===== src/rtl/seq_shifter.sv =====
// rtl/seq_shifter.sv - iterative one-bit-per-clock shifter with start/done handshake
// Optional arithmetic right shift via SEQ_SHIFTER_ARITH_EN.
module seq_shifter #(
  parameter int WIDTH = 4,
  parameter int AMT_W = 4
) (
  input  logic             clk,
  input  logic             rst_n,
  input  logic             start,
  input  logic             dir,
  input  logic [WIDTH-1:0] a,
  input  logic [AMT_W-1:0] b,
`ifdef SEQ_SHIFTER_ARITH_EN
  input  logic             arith,
`endif
  output logic             busy,
  output logic             done,
  output logic [WIDTH-1:0] result
);

  localparam int CNT_W = $clog2(WIDTH + 1);

  typedef enum logic {IDLE, SHIFT} state_t;

  state_t           state, state_n;
  logic [WIDTH-1:0] sh_reg, sh_reg_n, result_n;
  logic [CNT_W-1:0] cnt, cnt_n, amt;
  logic             dir_q, dir_n, arith_q, arith_n, done_n;
  logic             arith_in, fill;

`ifdef SEQ_SHIFTER_ARITH_EN
  assign arith_in = arith;
`else
  assign arith_in = 1'b0;
`endif

  // The sign bit never moves during an arithmetic right shift, so it is the fill source.
  assign fill = arith_q & sh_reg[WIDTH-1];
  assign busy = (state == SHIFT);

  always_comb begin
    if (int'(b) >= WIDTH) amt = CNT_W'(WIDTH);
    else                  amt = CNT_W'(b);
  end

  always_comb begin
    state_n  = state;
    sh_reg_n = sh_reg;
    cnt_n    = cnt;
    dir_n    = dir_q;
    arith_n  = arith_q;
    result_n = result;
    done_n   = 1'b0;
    case (state)
      IDLE: begin
        if (start) begin
          sh_reg_n = a;
          cnt_n    = amt;
          dir_n    = dir;
          arith_n  = arith_in;
          state_n  = SHIFT;
        end
      end
      SHIFT: begin
        if (cnt != '0) begin
          if (dir_q) sh_reg_n = {fill, sh_reg[WIDTH-1:1]};
          else       sh_reg_n = {sh_reg[WIDTH-2:0], 1'b0};
          cnt_n = cnt - CNT_W'(1);
        end else begin
          result_n = sh_reg;
          done_n   = 1'b1;
          state_n  = IDLE;
        end
      end
      default: state_n = IDLE;
    endcase
  end

  always_ff @(posedge clk) begin
    if (!rst_n) begin
      state   <= IDLE;
      sh_reg  <= '0;
      cnt     <= '0;
      dir_q   <= 1'b0;
      arith_q <= 1'b0;
      result  <= '0;
      done    <= 1'b0;
    end else begin
      state   <= state_n;
      sh_reg  <= sh_reg_n;
      cnt     <= cnt_n;
      dir_q   <= dir_n;
      arith_q <= arith_n;
      result  <= result_n;
      done    <= done_n;
    end
  end

endmodule


===== config.mk =====
export PLATFORM = sky130hd
export DESIGN_NAME = seq_shifter
export DESIGN_NICKNAME = d
export VERILOG_FILES = /design/src/rtl/seq_shifter.sv
export SDC_FILE = /design/constraint.sdc
export NUM_CORES = 1
export LEC_CHECK = 0
export BUFFER_PORTS_ARGS = -buffer_cell sky130_fd_sc_hd__clkbuf_2
export CORE_MARGIN = 4
export CORE_UTILIZATION = 53
export CTS_CLUSTER_DIAMETER = 200
export CTS_CLUSTER_SIZE = 14
export DETAILED_ROUTE_END_ITERATION = 7
export PLACE_DENSITY_LB_ADDON = 0.2
export SYNTH_ARGS = -nofsm -noshare
export SYNTH_HDL_FRONTEND = slang
export SYNTH_SLANG_ARGS = --single-unit

===== constraint.sdc =====
create_clock -name clk -period 2.65 [get_ports clk]
set_input_delay 0.265 -clock clk [delete_from_list [all_inputs] [get_ports clk]]
set_output_delay 0.265 -clock clk [all_outputs]
set_load 0.02 [all_outputs]

-- Word-level counts from Yosys, hierarchy flattened
Index checks and enable logic that the tools add are counted.
- register bits after elaboration: 14
- output and inout bits: 6
- input port bits: 12
- reduce and logical (&&, ||, !) cells: 5
- add/sub/neg operators: 1
- multiplexer cells: 12
- eq/ne operators: 2
- magnitude comparators: 1
- bitwise logic cells: 2
- operators by type and width (operator ; number):
    $mux 4 ; 3
    $mux 3 ; 3
    $pmux 4 s2 ; 1
    $reduce_and 2->1 ; 4
    $pmux 3 s2 ; 1
    $ge 4x3->1 const B ; 1
    $mux 1 ; 3
    $reduce_bool 3->1 ; 1
    $sub 3x1->3 const B ; 1
    $ne 2x1->1 const B ; 1
    $ne 2x2->1 const B ; 1
    $not 1->1 ; 2
    $pmux 1 s2 ; 1

-- Depth between registers and ports, before layout
Gate-level depths: netlist of run 1.
- depth in word-level cells: 4
- depth in mapped cells: 6

-- Least setup slack after synthesis of run 1
OpenSTA, ideal clock, no wires.
- path type: register -> register
- from: reg cnt[0]
- to: reg sh_reg[0]
- period minus slack after synthesis: 1264 ps
- library setup time: 135 ps
- setup slack: 1386 ps
- buffers on the path: 1
- arrival: 1129 ps
- stages on the path, launching flop included: 7
- path through: dfxtp_1 -> inv_1 -> ha_1 -> and3b_1 -> buf_6 -> nor2_4 -> a311oi_2
- cells in the longest elaborated chain, start to end: 3
- ends and longest elaborated chain (element ; RTL line ; source):
    from (decl) ; 27 ; logic [CNT_W-1:0] cnt, cnt_n, amt;
    from (signal assigned) ; 91 ; cnt <= cnt_n;
    $reduce_bool 3->1 ; 65 ; if (cnt != '0) begin
    $ne 2x1->1 (no source line) ; -- ;
    $reduce_and 2->1 (no source line) ; -- ;
    to (signal assigned) ; 90 ; sh_reg <= sh_reg_n;
    to (decl) ; 26 ; logic [WIDTH-1:0] sh_reg, sh_reg_n, result_n;
No other way between the ends.
A chain may end at the register's enable or synchronous reset.

-- Final worst setup path of run 1
- from: reg state (netlist: busy)
- to: reg cnt[0]
- cells in the longest elaborated chain, start to end: 3
- elaborated cells between the ends (all ways): 5
- ends and longest elaborated chain (element ; RTL line ; source):
    from (decl) ; 25 ; state_t state, state_n;
    from (signal assigned) ; 89 ; state <= state_n;
    $not 1->1 ; -- ;
    $ne 2x2->1 (no source line) ; -- ;
    $reduce_and 2->1 (no source line) ; -- ;
Parallel ways exist; a longest one is shown, timed or not.

==> results of run 1 <==
## where the power goes
| group | switching [mW] | leakage, nW | internal (mW) |
|---|---|---|---|
| Combinational | 0.0619 | 0.188 | 0.0503 |
| Sequential | 0.0216 | 0.115 | 0.231 |
| Clock | 0.0696 | 0.0210 | 0.0836 |
| Total | 0.153 | 0.324 | 0.364 |
## logic make-up (layout without fill, tap and decap cells)
logic type | Yosys count | after routing | synth area share, %
buffers and inverters | 7 | 24 | 6.04
muxes | 3 | 3 | 4.26
adders and majority gates | 2 | 2 | 3.55
and+or+nand+nor | 33 | 33 | 26.8
DFF | 14 | 14 | 39.8
AOI/OAI and AO/OA | 19 | 19 | 19.5
## synthesized netlist by cell type
library cell  number
buf_2              1
o21ai_1            1
mux2i_1            3
and3b_1            1
inv_1              2
a21oi_1           10
ha_1               2
nor2_2             1
a31oi_1            1
nor2_1             6
nor3b_1            1
nor2_4             1
clkbuf_1           1
nand3b_1           3
nand3_1            2
nor2b_1            2
buf_6              2
nand4b_1           1
nand2b_1           3
or2_1              1
o21ai_0            1
nor3_4             1
dfxtp_1           14
nand2_1           10
o2bb2ai_1          2
clkinv_1           1
a211o_1            1
a311oi_2           3
## routing by layer
metal / GRT usage (%) / up-vias / part of all wire [%]
met5: 0 / - / 0
met4: 9.04 / 0 / 1.6
met3: 3.66 / 4 / 8.2
met2: 23.3 / 31 / 45
met1: 20.6 / 253 / 45
li1: - / 309 / -
## per-stage QoR
stage / utilization (%) / worst slack [ns] / hold WS [ns]
floorplan: - / 1.39 / 0.412
global placement: 66.2 / 1.18 / 0.444
detailed placement: 66.2 / 1.12 / 0.448
CTS: 69.3 / 1.09 / 0.233
global route: 69.3 / 0.884 / 0.270
finish: 69.3 / 1.07 / 0.232
## layout make-up
type | instances | area, um^2
multi-input cells | 57 | 382
inverters | 3 | 11.3
well taps | 14 | 17.5
fillers | 87 | 359
clock buffers | 4 | 36.3
repair buffers | 17 | 85.1
flip-flops and latches | 14 | 280
## worst max-delay path: stages (launching register included)
cell and delay [ns]:
dfxtp_1 0.68, and3b_1 0.49, o21ai_1 0.14, a31oi_1 0.18
## how the worst max path moves through the flow
stage                                   to                start  cells after the start  slack, ns
floorplan           sh_reg[0]$_SDFFE_PN0P_  cnt[0]$_SDFFE_PN0P_                      6       1.39
global placement       cnt[1]$_SDFFE_PN0P_      busy$_SDFF_PN0_                      3       1.18
detailed placement  sh_reg[0]$_SDFFE_PN0P_      busy$_SDFF_PN0_                      3       1.12
CTS                    cnt[0]$_SDFFE_PN0P_      busy$_SDFF_PN0_                      3       1.09
global route           cnt[0]$_SDFFE_PN0P_      busy$_SDFF_PN0_                      3       0.88
finish                 cnt[0]$_SDFFE_PN0P_      busy$_SDFF_PN0_                      3       1.07
==> flow_summary.ini, run 1 <==
[global_route]
overflow = 0
antenna_found_initial = 0
grt_pass1_vias = 544
grt_use_total_pct = 15.7
grt_pass1_wl_mm = 2.28
grt_max_degree = 21

[layout]
nets = 110
n_antenna_cell = 0
layout_common_cells = clkbuf_2, dfxtp_1, a21oi_1, nand2_1, nor2_1
drive_above_1_share_pct = 28.4
final_cells = 109
design_area_um2 = 812
final_common_cell = clkbuf_2
synthToLayoutAreaGrowth_pct = 15.3

[min_path]
hold_start = dir
hold_depth = 3
hp-class = primary input to register
hold_end = dir_q$_SDFFE_PN0P_

[timing]
slew_viol_final = 0
relSlewSlack_pct = 63.2
rsz0062_at_grt = no
skew_ns = 0.00273
finalSetupTns_ns = 0
finalCritPeriodShare_pct = 59.8
final_hold_viol_count = 0
setup_viol = 0
tightest_slew_ns = 0.552
fmax_mhz = 631
min_period_ns = 1.58

[worst_setup_path]
arrival_ns = 1.78
crit_path_max_fanout = 20
end_kind = register
critical_path_required_ns = 2.84
start_kind = register
reg2reg_to = cnt[0]$_SDFFE_PN0P_
r2r-start = busy$_SDFF_PN0_
reg2reg_slack_ns = 1.07
crit_type = register to register
ff2ff_path_depth = 3

[clock_tree]
worstSkewPairLatency_ns = 0.28
cts-root-buf = clkbuf_4
clock-sinks = 14
cts_buffers = 3
clkTransAtPathRegs_ns = 0.09
hold_buffers = 0
cts_tree = done
post-cts-setup-buffers = 0
ctsLongestPathBuffers = 2
htreeDepth = 1
post_cts_resized = 0

[yosys]
synth_seq_area_share_pct = 39.8
yosysTopAreaCell = dfxtp_1
synth_seq_cells = 14
synthCells = 78
synth_fp_nets = 92
synthTopCellsByArea = dfxtp_1, a21oi_1, a311oi_2
synth_top_area_share_pct = 39.8
avgSynthCellArea_um2 = 9.03
yosysUniqueCellTypes = 28
yosysWarnings = 0
syn_area_um2 = 704

[power]
cellPowerDensity_mw_per_mm2 = 637
p_total_mw = 0.518
p_leak_nw = 0.324
peakVddDrop_uv = 344

[placed_design]
gp_congestion = 0.783
place_inst = 105
post_dp_cell_area_um2 = 776
dpl.hpwl_um = 972
io_buffers = 17

[floorplan]
die_y_um = 44.5
io_pins = 18
rows = 12
start_util_pct = 60.1
die_w_um = 44.5
core_mm2 = 0.00117
die_area_mm2 = 0.00198

[routing]
drtIter0Drc = 19
drc = 0
final_antenna_net_count = 0
via_per_inst = 5.48
via_count = 597
wl_per_cell_um = 12.4
wl_mm = 1.35
drt_pass1_iterations = 4

[flow_run]
drv_cap = 0

[outcome]
status = complete, no violations
Note: power is estimated with default switching activity, not from simulation.
==> run 2, diff against run 1 <==
--- a/config.mk
+++ b/config.mk
@@ -7,7 +7,7 @@
 export LEC_CHECK = 0
 export BUFFER_PORTS_ARGS = -buffer_cell sky130_fd_sc_hd__clkbuf_2
 export CORE_MARGIN = 4
-export CORE_UTILIZATION = 53
+export CORE_UTILIZATION = 45
 export CTS_CLUSTER_DIAMETER = 200
 export CTS_CLUSTER_SIZE = 14
 export DETAILED_ROUTE_END_ITERATION = 7
==> constraint.sdc (replaced) <==
create_clock -name clk -period 1.4 [get_ports clk]
set_input_delay 0.14 -clock clk [delete_from_list [all_inputs] [get_ports clk]]
set_output_delay 0.14 -clock clk [all_outputs]
set_load 0.02 [all_outputs]
==> run 2 against run 1 <==
  * Hold slack worse by 0.12 ns
  * Final cell count up 5.5%
  * Die area up 14%
  * Sequential power up 87%
  * Non-clock buffer count up 4
  * Fmax up 21%
  * Power up 94%
  * Via count up 1.2%
  * Critical path type unchanged
  * Largest cell class unchanged
  * Largest power group unchanged
==> flow_summary.ini, run 2 (same netlist as run 1, synthesis figures left out) <==
[timing]
fmax_mhz = 762
rsz0062_at_grt = no
timing.hold.ws_ns = 0.110
final_hold_viol_count = 0
skew_ns = 0.00243
finalSetupTns_ns = 0
finalCritPeriodShare_pct = 93.8
relSlewSlack_pct = 82.6
min_period_ns = 1.31
tightest_slew_ns = 0.261
setup_viol = 0
slew_viol_final = 0

[placed_design]
dpl.hpwl_mm = 1.11
gp_congestion = 0.767
place_inst = 110
io_buffers = 17

[clock_tree]
worstSkewPairLatency_ns = 0.28
cts-root-buf = clkbuf_4
cts_tree = done
clkTransAtPathRegs_ns = 0.09
cts_buffers = 3
htreeDepth = 1
ctsLongestPathBuffers = 2
hold_buffers = 0
clock-sinks = 14

[global_route]
grt_pass1_wl_mm = 2.44
grt_use_total_pct = 15.6
antenna_found_initial = 0
grt_max_degree = 15
overflow = 0
grt_pass1_vias = 554

[worst_setup_path]
crit_path_max_fanout = 5
crit_type = register to register
reg2reg_slack_ns = 0.09
crit_chain = inv_1, ha_1, and3b_2, nor3_4, o2bb2ai_1
slowest_delay_ns = 0.33
start_kind = register
critical_path_required_ns = 1.61
arrival_ns = 1.53
end_kind = register
critPathSlowestCell = dfxtp_1

[power]
p_total_mw = 1.01
cellPowerDensity_mw_per_mm2 = 1190
peakVddDrop_uv = 588
p_leak_nw = 0.343

[flow_run]
drv_cap = 0

[routing]
via_count = 604
via_per_inst = 5.25
drt_pass1_iterations = 5
final_antenna_net_count = 0
wl_per_cell_um = 12.6
drtIter0Drc = 9
wl_mm = 1.45
drc = 0

[layout]
drive_above_1_share_pct = 32.3
postLayoutCoreUtil_pct = 56.8
n_antenna_cell = 0
final_common_cell = clkbuf_2
final_cells = 115
nets = 114
synthToLayoutAreaGrowth_pct = 20.1
fillers = 154
layout_common_cells = clkbuf_2, dfxtp_1, a21oi_1, nand2_1, nor2_1

[floorplan]
die_w_um = 47.6
io_pins = 18
rows = 14
die_y_um = 47.6
die_area_mm2 = 0.00226
start_util_pct = 47.3
core_mm2 = 0.00149

[outcome]
status = complete, no violations

[min_path]
hp-class = primary input to register
run 2: cell count changes in the layout (fill, tap and decap cells not counted), sizes merged:
| cell | change |
|---|---|
| buf | +4 |
run 2: path summary, 6_finish.rpt:
kind                           from                     end  cells past startpoint
max             cnt[0]$_SDFFE_PN0P_  sh_reg[1]$_SDFFE_PN0P_                      5
min                             dir      dir_q$_SDFFE_PN0P_                      3
max reg2reg     cnt[0]$_SDFFE_PN0P_  sh_reg[1]$_SDFFE_PN0P_                      5
min reg2reg  result[0]$_SDFFE_PN0P_  result[0]$_SDFFE_PN0P_                      2
run 2: worst max-delay path: cells and delay by family, from the launching register on:
family | cells | cell delay, ns
buf+inv | 1 | 0.07
fa+ha+maj | 1 | 0.22
compound gates | 1 | 0.14
flops | 1 | 0.33
simple gates | 2 | 0.48
run 2: routing by layer:
metal / vias up / routed length, um / track usage (%)
met5: - / 0 / 0
met4: 0 / 26 / 8.06
met3: 4 / 80 / 3.38
met2: 14 / 678 / 23.3
met1: 266 / 664 / 21.0
li1: 320 / - / -
run 2: per-stage QoR:
| stage | area (um^2) | setup WS [ns] |
|---|---|---|
| CTS | 838 | 0.0498 |
| global route | 846 | 0.00161 |
| detailed placement | 801 | 0.0201 |
| floorplan | 704 | 0.136 |
| finish | 846 | 0.0874 |
| global placement | 801 | 0.0728 |
run 2: timing repair:
action                     4_1_cts  5_1_grt
setup endpoints to repair        1        5
pin swaps                        0        1
buffers inserted                 0        1
resized for setup                1        0
run 2: layout make-up:
class,count,area [um^2],area share (%)
Clock buffer,4,36.3,4.29
Tap cell,16,20.0,2.37
Inverter,3,11.3,1.33
Timing Repair Buffer,21,115,13.6
Sequential cell,14,280,33.1
Multi-Input combinational cell,57,383,45.3
run 2: power by group:
part	internal, mW	switching [mW]	total (mW)
Sequential	0.436	0.0334	0.470
Clock	0.158	0.140	0.298
Combinational	0.110	0.128	0.238
==> run 3, diff against run 2 <==
--- a/config.mk
+++ b/config.mk
@@ -5,9 +5,10 @@
 export SDC_FILE = /design/constraint.sdc
 export NUM_CORES = 1
 export LEC_CHECK = 0
+export ABC_AREA = 1
 export BUFFER_PORTS_ARGS = -buffer_cell sky130_fd_sc_hd__clkbuf_2
 export CORE_MARGIN = 4
-export CORE_UTILIZATION = 45
+export CORE_UTILIZATION = 44
 export CTS_CLUSTER_DIAMETER = 200
 export CTS_CLUSTER_SIZE = 14
 export DETAILED_ROUTE_END_ITERATION = 7
==> run 3 against run 2 <==
  * Synthesized area shrank 4.1%
  * Sequential power increased by 4%
  * Via count is 4.5% higher
  * Clock skew fell by 0.00050 ns
  * Synthesized cell count grew 17%
  * Critical path depth up 1
  * Final cell count increased by 9.6%
  * Highest routed layer unchanged
==> flow_summary.ini, run 3 <==
[outcome]
status = complete, no violations

[timing]
finalSetupTns_ns = 0
finalCritPeriodShare_pct = 89.3
fmax_mhz = 800
slew_viol_final = 0
min_period_ns = 1.25
rsz0062_at_grt = no
tightest_slew_ns = 0.290
skew_ns = 0.00193
setup_viol = 0
final_hold_viol_count = 0
relSlewSlack_pct = 80.6

[clock_tree]
clkTransAtPathRegs_ns = 0.07
cts_buffers = 3
cts-root-buf = clkbuf_4
cts_tree = done
hold_buffers = 0
clock-sinks = 14
htreeDepth = 1
ctsLongestPathBuffers = 2
worstSkewPairLatency_ns = 0.28
post-cts-setup-buffers = 0
post_cts_resized = 0

[power]
cellPowerDensity_mw_per_mm2 = 1230
p_total_mw = 0.986
p_leak_nw = 0.385
seqPwrFrac_pct = 49.3
p_sw_mw = 0.331
internal_power_mw = 0.656
p_sw_share_pct = 33.5
clkPwrFrac_pct = 22.1
p_comb_share_pct = 28.6
peakVddDrop_uv = 643

[worst_setup_path]
end_kind = register
start_kind = register
crit_path_max_fanout = 10
arrival_ns = 1.42
ff2ff_path_depth = 6
reg2reg_slack_ns = 0.15
crit_type = register to register
crit_chain = inv_1, ha_1, nand3_4, o21ai_4, nor2_1, nor2_1
reg2reg_to = sh_reg[2]$_SDFFE_PN0P_
r2r-start = cnt[0]$_SDFFE_PN0P_
critical_path_required_ns = 1.57
critPathSlowestCell = dfxtp_1
crit_top_cell = nor2_1
slowest_delay_ns = 0.35

[floorplan]
die_y_um = 47.2
io_pins = 18
die_area_mm2 = 0.00223
die_w_um = 47.2
start_util_pct = 49.5
rows = 13
core_mm2 = 0.00137

[yosys]
synth_fp_nets = 105
synth_seq_cells = 14
yosysMostFrequentCell = nor2_1
yosysWarnings = 0
synth_common_cells = nor2_1, dfxtp_1, o21ai_0, nand2_1, inv_1
synthCells = 91
synth_top_area_share_pct = 41.5
yosysTopAreaCell = dfxtp_1
async_flop_share_pct = 0
syn_area_um2 = 676
avgSynthCellArea_um2 = 7.42
synthTopCellsByArea = dfxtp_1, o21ai_0, nor2_1
synth_seq_area_share_pct = 41.5
yosysUniqueCellTypes = 17
synth_edf_count = 0
synthFlopType = dfxtp_1

[global_route]
grt_max_degree = 13
grt_pass1_vias = 576
grt_use_total_pct = 15.7
antenna_found_initial = 0
overflow = 0
grt_pass1_wl_mm = 2.41

[routing]
drt_pass1_iterations = 4
drtIter0Drc = 7
wl_mm = 1.46
drc = 0
wl_per_cell_um = 11.5
final_antenna_net_count = 0
via_per_inst = 5.01
via_count = 631

[layout]
final_common_cell = clkbuf_2
fillers = 153
drive_above_1_share_pct = 25.2
layout_common_cells = clkbuf_2, nor2_1, o21ai_0, dfxtp_1, nand2_1
final_cells = 126
n_antenna_cell = 0
synthToLayoutAreaGrowth_pct = 18.7
postLayoutCoreUtil_pct = 58.7
nets = 127

[placed_design]
dpl.hpwl_mm = 1.12
gp_congestion = 0.768
io_buffers = 17
place_inst = 123

[flow_run]
drv_cap = 0

[min_path]
hold_depth = 3
hp-class = primary input to register
hold_start = dir
hold_end = dir_q$_SDFFE_PN0P_
-- run 3: logic make-up after synthesis --
group	after synthesis	synth area share [%]
simple gates	40	27.2
compound gates	21	17.8
flops	14	41.5
buf+inv	13	8.33
fa+ha+maj	2	3.70
mux	1	1.48
-- run 3: final cells by class --
cell class              count  area [um^2]  share of cell area, %
multi-input cells          64          339                   42.3
flip-flops and latches     14          280                   34.9
repair buffers             19          100                   12.5
inverters                  11         41.3                   5.15
clock buffers               3         22.5                   2.81
well taps                  15         18.8                   2.34
-- run 3: per-stage QoR --
stage	cell area [um^2]	setup WS [ns]	hold WS (ns)
finish	802	0.150	0.160
global route	802	0.0320	0.197
CTS	802	0.156	0.162
detailed placement	779	0.166	0.434
global placement	779	0.238	0.434
floorplan	676	0.283	0.278
-- run 3: worst max-delay path, delay by kind of cell, from the launching register on --
family,cells,cell delay (ns)
AOI/OAI and AO/OA,1,0.13
and+or+nand+nor,3,0.35
adders and majority gates,1,0.24
DFF,1,0.35
buffers and inverters,1,0.08
-- run 3: routing by layer --
metal | wire length, um | vias to the layer above | GRT usage (%)
li1 | - | 335 | -
met1 | 657 | 272 | 18.5
met2 | 666 | 20 | 25.5
met3 | 109 | 4 | 6.13
met4 | 21 | 0 | 6.63
met5 | 0 | - | 0
-- run 3: worst max path at each step --
stage,from,endpoint,slack (ns),cells past startpoint
3_5_place_dp,cnt[0]$_SDFFE_PN0P_,sh_reg[2]$_SDFFE_PN0P_,0.17,6
4_1_cts,cnt[0]$_SDFFE_PN0P_,sh_reg[2]$_SDFFE_PN0P_,0.16,6
6_report,cnt[0]$_SDFFE_PN0P_,sh_reg[2]$_SDFFE_PN0P_,0.15,6
5_1_grt,cnt[0]$_SDFFE_PN0P_,sh_reg[0]$_SDFFE_PN0P_,0.03,7
2_1_floorplan,busy$_SDFF_PN0_,cnt[1]$_SDFFE_PN0P_,0.28,5
3_3_place_gp,cnt[0]$_SDFFE_PN0P_,sh_reg[2]$_SDFFE_PN0P_,0.24,6
-- run 3: power groups by stage --
stage | Clock (mW) | Combinational, mW | Sequential [mW]
after global placement | 0 | 0.275 | 0.493
after floorplan | 0 | 0.182 | 0.512
after global routing | 0.246 | 0.318 | 0.492
after detailed placement | 0 | 0.284 | 0.495
final | 0.218 | 0.282 | 0.487
after CTS | 0.229 | 0.286 | 0.486
